File: src/rtl/nios_ii_system_button_pio.sv
// Avalon-MM button/switch PIO: per-channel synchroniser and debouncer, edge capture
// with write-one-to-clear, a masked level interrupt and a 16-bit event counter.
module nios_ii_system_button_pio_chan #(
  parameter int DEBOUNCE_CYCLES = 50000,
  parameter int SYNC_STAGES     = 2
) (
  input  logic clk,
  input  logic reset,
  input  logic in_raw,
  output logic sync,
  output logic db,
  output logic db_dly
);
  localparam int               CNT_W    = $clog2(DEBOUNCE_CYCLES + 1);
  localparam logic [CNT_W-1:0] CNT_LAST = CNT_W'(DEBOUNCE_CYCLES - 1);

  logic [SYNC_STAGES-1:0] sync_q, sync_d;
  logic [CNT_W-1:0]       cnt_q, cnt_d;
  logic                   db_q, db_d, db_dly_q, db_dly_d;

  always_comb begin
    sync_d   = {sync_q[SYNC_STAGES-2:0], in_raw};
    cnt_d    = '0;
    db_d     = db_q;
    db_dly_d = db_q;
    // Count only while the synchronised level disagrees; the Nth disagreeing cycle commits it.
    if (sync_q[SYNC_STAGES-1] != db_q) begin
      if (cnt_q == CNT_LAST) db_d = sync_q[SYNC_STAGES-1];
      else                   cnt_d = cnt_q + CNT_W'(1);
    end
  end

  always_ff @(posedge clk or posedge reset) begin
    if (reset) begin
      sync_q   <= '0;
      cnt_q    <= '0;
      db_q     <= 1'b0;
      db_dly_q <= 1'b0;
    end else begin
      sync_q   <= sync_d;
      cnt_q    <= cnt_d;
      db_q     <= db_d;
      db_dly_q <= db_dly_d;
    end
  end

  assign sync   = sync_q[SYNC_STAGES-1];
  assign db     = db_q;
  assign db_dly = db_dly_q;
endmodule

module nios_ii_system_button_pio #(
  parameter int WIDTH           = 4,
  parameter int DEBOUNCE_CYCLES = 50000,
  parameter int SYNC_STAGES     = 2
) (
  input  logic             clk,
  input  logic             reset,
  input  logic [2:0]       address,
  input  logic             chipselect,
  input  logic             write_n,
  input  logic [31:0]      writedata,
  input  logic [WIDTH-1:0] in_port,
  output logic [31:0]      readdata,
  output logic             irq
);
  logic [WIDTH-1:0] sync_w, db_w, db_dly_w, rise, fall, set_evt;
  logic [WIDTH-1:0] irq_mask_q, irq_mask_d, edge_cap_q, edge_cap_d;
  logic [WIDTH-1:0] rise_en_q, rise_en_d, fall_en_q, fall_en_d;
  logic [15:0]      evt_cnt_q, evt_cnt_d;
  logic [31:0]      readdata_q, readdata_d;
  logic             wr_en;
  logic             unused_wdata;

  for (genvar i = 0; i < WIDTH; i++) begin : g_chan
    nios_ii_system_button_pio_chan #(
      .DEBOUNCE_CYCLES(DEBOUNCE_CYCLES),
      .SYNC_STAGES    (SYNC_STAGES)
    ) u_chan (
      .clk   (clk),
      .reset (reset),
      .in_raw(in_port[i]),
      .sync  (sync_w[i]),
      .db    (db_w[i]),
      .db_dly(db_dly_w[i])
    );
  end

  assign wr_en        = chipselect & ~write_n;
  assign rise         = db_w & ~db_dly_w;
  assign fall         = ~db_w & db_dly_w;
  assign set_evt      = (rise & rise_en_q) | (fall & fall_en_q);
  assign unused_wdata = ^writedata;

  always_comb begin
    irq_mask_d = irq_mask_q;
    rise_en_d  = rise_en_q;
    fall_en_d  = fall_en_q;
    edge_cap_d = edge_cap_q;
    evt_cnt_d  = evt_cnt_q;
    if (wr_en) begin
      case (address)
        3'd2:    irq_mask_d = writedata[WIDTH-1:0];
        3'd3:    edge_cap_d = edge_cap_q & ~writedata[WIDTH-1:0];
        3'd4:    rise_en_d  = writedata[WIDTH-1:0];
        3'd5:    fall_en_d  = writedata[WIDTH-1:0];
        default: ;
      endcase
    end
    // Set is applied after the clear so a same-cycle event is never lost.
    edge_cap_d = edge_cap_d | set_evt;
    if (wr_en && address == 3'd6) evt_cnt_d = '0;
    else if (|set_evt)            evt_cnt_d = evt_cnt_q + 16'd1;

    readdata_d = '0;
    case (address)
      3'd0:    readdata_d[WIDTH-1:0] = db_w;
      3'd1:    readdata_d[WIDTH-1:0] = sync_w;
      3'd2:    readdata_d[WIDTH-1:0] = irq_mask_q;
      3'd3:    readdata_d[WIDTH-1:0] = edge_cap_q;
      3'd4:    readdata_d[WIDTH-1:0] = rise_en_q;
      3'd5:    readdata_d[WIDTH-1:0] = fall_en_q;
      3'd6:    readdata_d[15:0]      = evt_cnt_q;
      default: ;
    endcase
  end

  always_ff @(posedge clk or posedge reset) begin
    if (reset) begin
      irq_mask_q <= '0;
      rise_en_q  <= '0;
      fall_en_q  <= '1;
      edge_cap_q <= '0;
      evt_cnt_q  <= '0;
      readdata_q <= '0;
    end else begin
      irq_mask_q <= irq_mask_d;
      rise_en_q  <= rise_en_d;
      fall_en_q  <= fall_en_d;
      edge_cap_q <= edge_cap_d;
      evt_cnt_q  <= evt_cnt_d;
      readdata_q <= readdata_d;
    end
  end

  assign readdata = readdata_q;
  assign irq      = |(edge_cap_q & irq_mask_q);
endmodule

File: config.mk
export PLATFORM = sky130hd
export DESIGN_NAME = nios_ii_system_button_pio
export DESIGN_NICKNAME = d
export VERILOG_FILES = /design/src/rtl/nios_ii_system_button_pio.sv
export SDC_FILE = /design/constraint.sdc
export NUM_CORES = 1
export LEC_CHECK = 0
export ABC_AREA = 1
export ABC_CLOCK_PERIOD_IN_PS = 2000
export CAP_MARGIN = 20
export CORE_ASPECT_RATIO = 0.5
export CORE_UTILIZATION = 55
export DETAILED_ROUTE_END_ITERATION = 12
export PLACE_DENSITY = 0.78
export SKIP_CTS_REPAIR_TIMING = 1
export SYNTH_ARGS = -nofsm -noshare
export SYNTH_HDL_FRONTEND = slang
export SYNTH_HIERARCHICAL = 1
export SYNTH_SLANG_ARGS = --single-unit
File: constraint.sdc
create_clock -name clk -period 2 [get_ports clk]
set_input_delay 0.4 -clock clk [delete_from_list [all_inputs] [get_ports clk]]
set_output_delay 0.4 -clock clk [all_outputs]
set_load 0.03 [all_outputs]
==> metrics.cfg, run 1 <==
[outcome]
status = complete, no violations

[layout]
layout_common_cells = 182 x nand2_1, 161 x nor2_1, 124 x dfrtp_1
area_growth_pct = 17.0
finalCoreUtilization_pct = 66.7
drive_gt1_share_pct = 11.7
final_area_mm2 = 0.00795
final_common_cell = nand2_1
final_nets = 967
stdcell_count = 1097
antenna_cells = 0

[setup_path]
start_kind = flop
endpoint_kind = output pin
arrival_ns = 1.41
crit_family = buffers and inverters
path_class = flop to output pin
cp_cell_sequence = clkdlybuf4s50_1
crit_buf_inv = 1
cp_data_required_time_ns = 1.60
r2r-start = evt_cnt_q[0]
critPathMaxFanout = 1
crit_slowest_cell = clkdlybuf4s50_1
slowest_delay_ns = 0.67
startpoint = readdata[1]

[timing]
setup_viol = 0
rsz0062_at_grt = false
min_period_ns = 1.81
fmax_ghz = 0.551
finalHoldViolCount = 0
finClkSkew_ns = 0.00578
slew_violations = 0
fin_ws_ns = 0.185
holdWs_ns = 0.351
fin_setup_tns_ns = 0
period_share_pct = 90.7

[placed_design]
place_ws_ns = 0.0526
place_inst = 1065
gp_congestion = 0.892
numPortBuffers = 31
place_hpwl_um = 9890
dpl_cell_area_mm2 = 0.00735

[global_routing]
grt_usage_pct = 24.7
grt_pass1_wl_um = 24800
grt_overflow = 0
antenna_found_initial = 0
first_global_vias = 5397
grt_start_max_net_pins = 27

[logic_synthesis]
synth_cell_types = 35
ys_ff_latch = 128
synth_compound_area_share_pct = 5.21
postSynthCellCount = 859
synth_fa_ha_area_share_pct = 0.921
synthMuxAreaShare_pct = 0
synth_top_family_by_area = simple AND/OR/NAND/NOR gates
avgSynthCellArea_um2 = 7.91
yosys_warnings = 6
synthTopCellsByArea = dfrtp_1 46%, nand2_1 10%, nor2_1 8.9%
synth_area_leader_cell = dfrtp_1
synth_seq_area_share_pct = 47.2
synth-xor-area-share_pct = 3.28
yosysTopAreaCellShare_pct = 45.7
synth-simple-area-share_pct = 34.4
syn_area_mm2 = 0.00679

[floorplanning]
rows = 28
coreArea_mm2 = 0.0119
die_width_um = 159
dieArea_mm2 = 0.0128
start_util_pct = 57.0
ios = 76
die_h_um = 80.6

[route]
ant_nets = 0
drt-wirelength-per-cell_um = 13.3
postRouteWirelength_um = 14600
drc = 0
drt_iter0_markers = 331
drtPass1Iterations = 5
vias = 5721
drt-vias-per-instance = 5.22

[clock_network]
cts_sinks = 128
clock_latency_ns = 0.42
cts_tree = built
clk_pin_slew_ns = 0.06
cts_buffers = 17
clock-root-buffer = clkbuf_16
cts_max_level = 4
clockBufferDepth = 2

[power]
power_density_mw_per_mm2 = 801
combinationalPowerShare_pct = 7.1
ir_drop_uv = 458
finalPower_mw = 6.37
power.share.clock_pct = 49.0
p_int_mw = 4.81
seqPwrFrac_pct = 43.9
switching_power_mw = 1.56
swShare_pct = 24.4
p_leak_nw = 3.89

[min_path]
min_from = g_chan[0].u_chan/sync_q[0]
hp-class = flop to flop

[job]
max-cap-violations = 0

-- layout make-up --
type / instances / area (um2)
sequential: 128 / 3210
fill: 947 / 3960
multi-input combinational: 606 / 3040
clock inverter: 15 / 170
clock buffer: 17 / 425
timing repair buffer: 46 / 450
inverter: 120 / 450
tap: 165 / 206
-- worst paths after layout --
check                                             end  slack [ns]  cells past startpoint
setup / recovery                          readdata[1]        0.19                      1
hold / removal             g_chan[0].u_chan/sync_q[1]        0.35                      0
setup reg to reg                        evt_cnt_q[14]        0.45                      8
hold reg to reg            g_chan[0].u_chan/sync_q[1]        0.35                      0
max in group asynchronous                 readdata[6]        1.05                      3
min in group asynchronous  g_chan[0].u_chan/cnt_q[10]        0.42                      2
-- sequential cells by signal, summed over array words and instances, names as in the netlist --
signal / cells
readdata: 16
g_chan.u_chan/db_dly: 4
evt_cnt_q: 16
g_chan.u_chan/cnt_q: 64
edge_cap_q: 4
irq_mask_q: 4
g_chan.u_chan/db: 4
fall_en_q: 4
rise_en_q: 4
g_chan.u_chan/sync_q: 8
-- synthesized netlist by cell type --
| cell type | count |
|---|---|
| nand2_1 | 182 |
| nor2_1 | 161 |
| dfrtp_1 | 124 |
| inv_1 | 113 |
| nand3_1 | 80 |
| nand4_1 | 30 |
| o21ai_0 | 23 |
| buf_4 | 16 |
| nand2_2 | 15 |
| xor2_1 | 14 |
| a21oi_1 | 13 |
| a31oi_1 | 8 |
| o22ai_1 | 8 |
| inv_2 | 7 |
| nor2_4 | 7 |
| nor3_4 | 6 |
| ha_1 | 5 |
| a21o_1 | 4 |
| dfstp_2 | 4 |
| nand3_2 | 4 |
| nor2_2 | 4 |
| nor3_2 | 4 |
| nor3b_2 | 4 |
| o21bai_1 | 4 |
| xnor2_1 | 4 |
| xor2_2 | 4 |
| buf_6 | 2 |
| nand3b_1 | 2 |
| buf_1 | 1 |
| buf_2 | 1 |
| conb_1 | 1 |
| nand3_4 | 1 |
| nor3_1 | 1 |
| o21ai_1 | 1 |
| o21ai_2 | 1 |
-- routing by layer --
layer	vias up	track usage [%]	share of wire [%]
li1	2831	-	-
met5	-	0	0
met1	2708	31.1	45
met4	0	10.3	1.6
met3	29	5.73	5.1
met2	153	41.5	48
-- power groups by stage --
stage	clock, mW	sequential [mW]	combinational (mW)
after CTS	3.17	2.79	0.454
after global routing	3.30	2.81	0.501
after global placement	0	2.83	0.437
after floorplan	0	2.84	0.298
after detailed placement	0	2.84	0.451
final	3.12	2.80	0.450
-- cell families after synthesis --
kind of cell / count (synthesis)
and+or+nand+nor: 501
buffers and inverters: 140
DFF: 128
AOI/OAI and AO/OA: 62
xor gates and xnor gates: 22
adders and majority gates: 5
other: 1
Power figures use the tool's default switching activity.
==> run 2, diff against run 1 <==
--- a/config.mk
+++ b/config.mk
@@ -11,9 +11,8 @@
 export CORE_ASPECT_RATIO = 0.5
 export CORE_UTILIZATION = 55
 export DETAILED_ROUTE_END_ITERATION = 12
-export PLACE_DENSITY = 0.78
+export PLACE_DENSITY = 0.79
 export SKIP_CTS_REPAIR_TIMING = 1
 export SYNTH_ARGS = -nofsm -noshare
 export SYNTH_HDL_FRONTEND = slang
-export SYNTH_HIERARCHICAL = 1
 export SYNTH_SLANG_ARGS = --single-unit
==> run 2 against run 1 <==
Effect of this change: synthesized area down 5.9%; register-to-register slack worse by 0.13 ns; synthesized cell count down 7.1%; sequential share of layout area up 2.3 points; core utilization up 0.79 points; critical path depth unchanged; global-route usage about the same; sequential power about the same; final cell count down 7.7%; clock-buffer cell count up 3; clock power up 4%; critical endpoint is now readdata[2]; largest cell class unchanged.
==> metrics.cfg, run 2 <==
[logic_synthesis]
postSynthCellCount = 798
synth_seq_area_share_pct = 50.2
synth-simple-area-share_pct = 31.9
yosysTopAreaCellShare_pct = 48.5
synth-async-reset-ratio_pct = 100
synth_compound_area_share_pct = 5.15
synth_edf_count = 0
synth_top_family_by_area = simple AND/OR/NAND/NOR gates
synth_common_cells = 147 x nand2_1, 140 x nor2_1, 124 x dfrtp_1
synth-main-ff-cell = dfrtp_1
ys_ff_latch = 128
yosysMostFrequentCell = nand2_1
synthTopCellsByArea = dfrtp_1 49%, nand2_1 8.6%, nor2_1 8.2%
avgSynthCellArea_um2 = 8.01
yosys_warnings = 0
synth_fa_ha_area_share_pct = 0.978
synth-xor-area-share_pct = 3.15
synth_area_leader_cell = dfrtp_1
synthMuxAreaShare_pct = 0
synth_cell_types = 34
syn_area_mm2 = 0.00639

[route]
drt_iter0_markers = 369
vias = 5454
postRouteWirelength_um = 13800
drt-vias-per-instance = 5.38
ant_nets = 0
drc = 0
drt-wirelength-per-cell_um = 13.6
drtPass1Iterations = 5

[setup_path]
arrival_ns = 1.44
r2r-start = g_chan[1].u_chan.cnt_q[0]
path_class = flop to output pin
slowest_delay_ns = 0.67
cp_cell_sequence = clkdlybuf4s50_1
cp_data_required_time_ns = 1.60
crit_buf_inv = 1
startpoint = readdata[2]
endpoint_kind = output pin
crit_family = buffers and inverters
crit_slowest_cell = clkdlybuf4s50_1
critPathMaxFanout = 1
start_kind = flop

[layout]
drive_gt1_share_pct = 8.06
stdcell_count = 1013
largest_reg_flops = 64
final_nets = 903
layout_common_cells = 147 x nand2_1, 140 x nor2_1, 124 x dfrtp_1
num-fill-cells = 854
top_register = g_chan.u_chan.cnt_q
antenna_cells = 0
area_growth_pct = 17.7
final_common_cell = nand2_1

[timing]
finClkSkew_ns = 0.00698
period_share_pct = 91.9
finalHoldViolCount = 0
relSlewSlack_pct = 65.1
fmax_ghz = 0.544
slew_violations = 0
fin_setup_tns_ns = 0
rsz0062_at_grt = false
setup_viol = 0
min_period_ns = 1.84
tightestPinTransition_ns = 0.520

[global_routing]
antenna_found_initial = 0
grt_usage_pct = 24.6
grt_pass1_wl_um = 23600
first_global_vias = 5151
grt_start_max_net_pins = 62
grt_overflow = 0

[power]
switching_power_mw = 1.50
ir_drop_uv = 601
seqPwrFrac_pct = 43.2
combinationalPowerShare_pct = 6.6
power_density_mw_per_mm2 = 859
p_int_mw = 4.97
p_leak_nw = 3.39
power.share.clock_pct = 50.2
swShare_pct = 23.2

[clock_network]
clock-root-buffer = clkbuf_16
clockBufferDepth = 2
cts_sinks = 128
clk_pin_slew_ns = 0.05
cts_max_level = 4
cts_buffers = 17
cts_tree = built
clock_latency_ns = 0.41

[floorplanning]
start_util_pct = 57.4
ios = 76
die_h_um = 78.2
rows = 27
die_width_um = 154
dieArea_mm2 = 0.0121
coreArea_mm2 = 0.0111

[placed_design]
place_inst = 981
numPortBuffers = 31
place_hpwl_um = 9170
gp_congestion = 0.919

[job]
max-cap-violations = 0

[min_path]
hp-class = flop to flop
min_from = g_chan[3].u_chan.sync_q[0]

[outcome]
status = complete, no violations

-- run 2: cell types whose count changed in the layout (fill, tap and decap cells not counted), moves of 6 or more --
cell / before / now
inv_1: 112 / 99
nor3b_1: 0 / 6
nor2_1: 161 / 140
nand2_1: 182 / 147
nor3_4: 6 / 0
nor4_1: 0 / 6
nor3_1: 1 / 32
nor2_4: 7 / 0
a21oi_1: 13 / 20
nand2_2: 15 / 1
-- run 2: kinds of logic after synthesis --
family	after synthesis
flops	128
xor+xnor	23
fa+ha+maj	5
other cells	1
compound gates	61
buf+inv	127
simple gates	453
-- run 2: final cells by class --
cell class                      count  area (um2)  area share (%)
Clock buffer                       20         447            5.93
Sequential cell                   128        3210            42.6
Tap cell                          145         181            2.41
Multi-Input combinational cell    558        2690            35.8
Clock inverter                     12         165            2.19
Timing Repair Buffer               43         428            5.68
Inverter                          107         405            5.39
-- run 2: path summary, 6_finish.rpt --
kind	slack, ns	to	cells after the start
max	0.16	readdata[2]	1
min	0.35	g_chan[3].u_chan.sync_q[1]	0
max reg2reg	0.32	g_chan[1].u_chan.cnt_q[14]	6
min reg2reg	0.35	g_chan[3].u_chan.sync_q[1]	0
max in group asynchronous	1.21	fall_en_q[2]	3
min in group asynchronous	0.44	g_chan[1].u_chan.cnt_q[4]	3
-- run 2: per-layer routing --
metal | wire [um] | part of all wire (%) | vias to the layer above | GRT usage, %
met2 | 6630 | 48 | 164 | 40.8
li1 | - | - | 2682 | -
met1 | 6240 | 45 | 2582 | 32.2
met5 | 0 | 0 | - | 0
met4 | 232 | 1.7 | 0 | 9.50
met3 | 658 | 4.8 | 26 | 5.08
-- run 2: power groups by stage --
stage	Sequential [mW]	Clock [mW]	Combinational (mW)
2_1_floorplan	2.83	0	0.291
3_3_place_gp	2.83	0	0.421
3_5_place_dp	2.83	0	0.430
4_1_cts	2.79	3.29	0.436
5_1_grt	2.80	3.41	0.482
6_report	2.79	3.24	0.430
-- run 2: stage by stage --
step / total power [mW] / utilization, % / hold slack (ns) / instance area [um2] / setup slack (ns)
2_1_floorplan: 3.13 / - / 0.331 / 6450 / 0.0220
3_3_place_gp: 3.25 / 62.0 / 0.334 / 6910 / 0.194
3_5_place_dp: 3.26 / 62.0 / 0.336 / 6910 / 0.130
4_1_cts: 6.52 / 67.5 / 0.348 / 7520 / -0.175
5_1_grt: 6.69 / 67.5 / 0.351 / 7530 / 0.136
6_report: 6.46 / 67.5 / 0.347 / 7530 / 0.163
==> run 3, diff against run 2 <==
==> constraint.sdc (replaced) <==
create_clock -name clk -period 2 [get_ports clk]
set_input_delay 0.4 -clock clk [delete_from_list [all_inputs] [get_ports clk]]
set_output_delay 0.4 -clock clk [all_outputs]
set_load 0.005 [all_outputs]
==> results of run 3 <==
Same layout as run 2 (identical final DEF). Status: complete, no violations.
Among the figures that moved: clock-pin slew on the worst setup and hold paths 0.05 ns -> 0.06 ns; setup slack after layout 0.163 ns -> 0.318 ns; start point of the critical path readdata[2] -> g_chan[1].u_chan.cnt_q[0]; end point of the critical path readdata[2] -> g_chan[1].u_chan.cnt_q[14]; total power 6.46 mW -> 6.40 mW
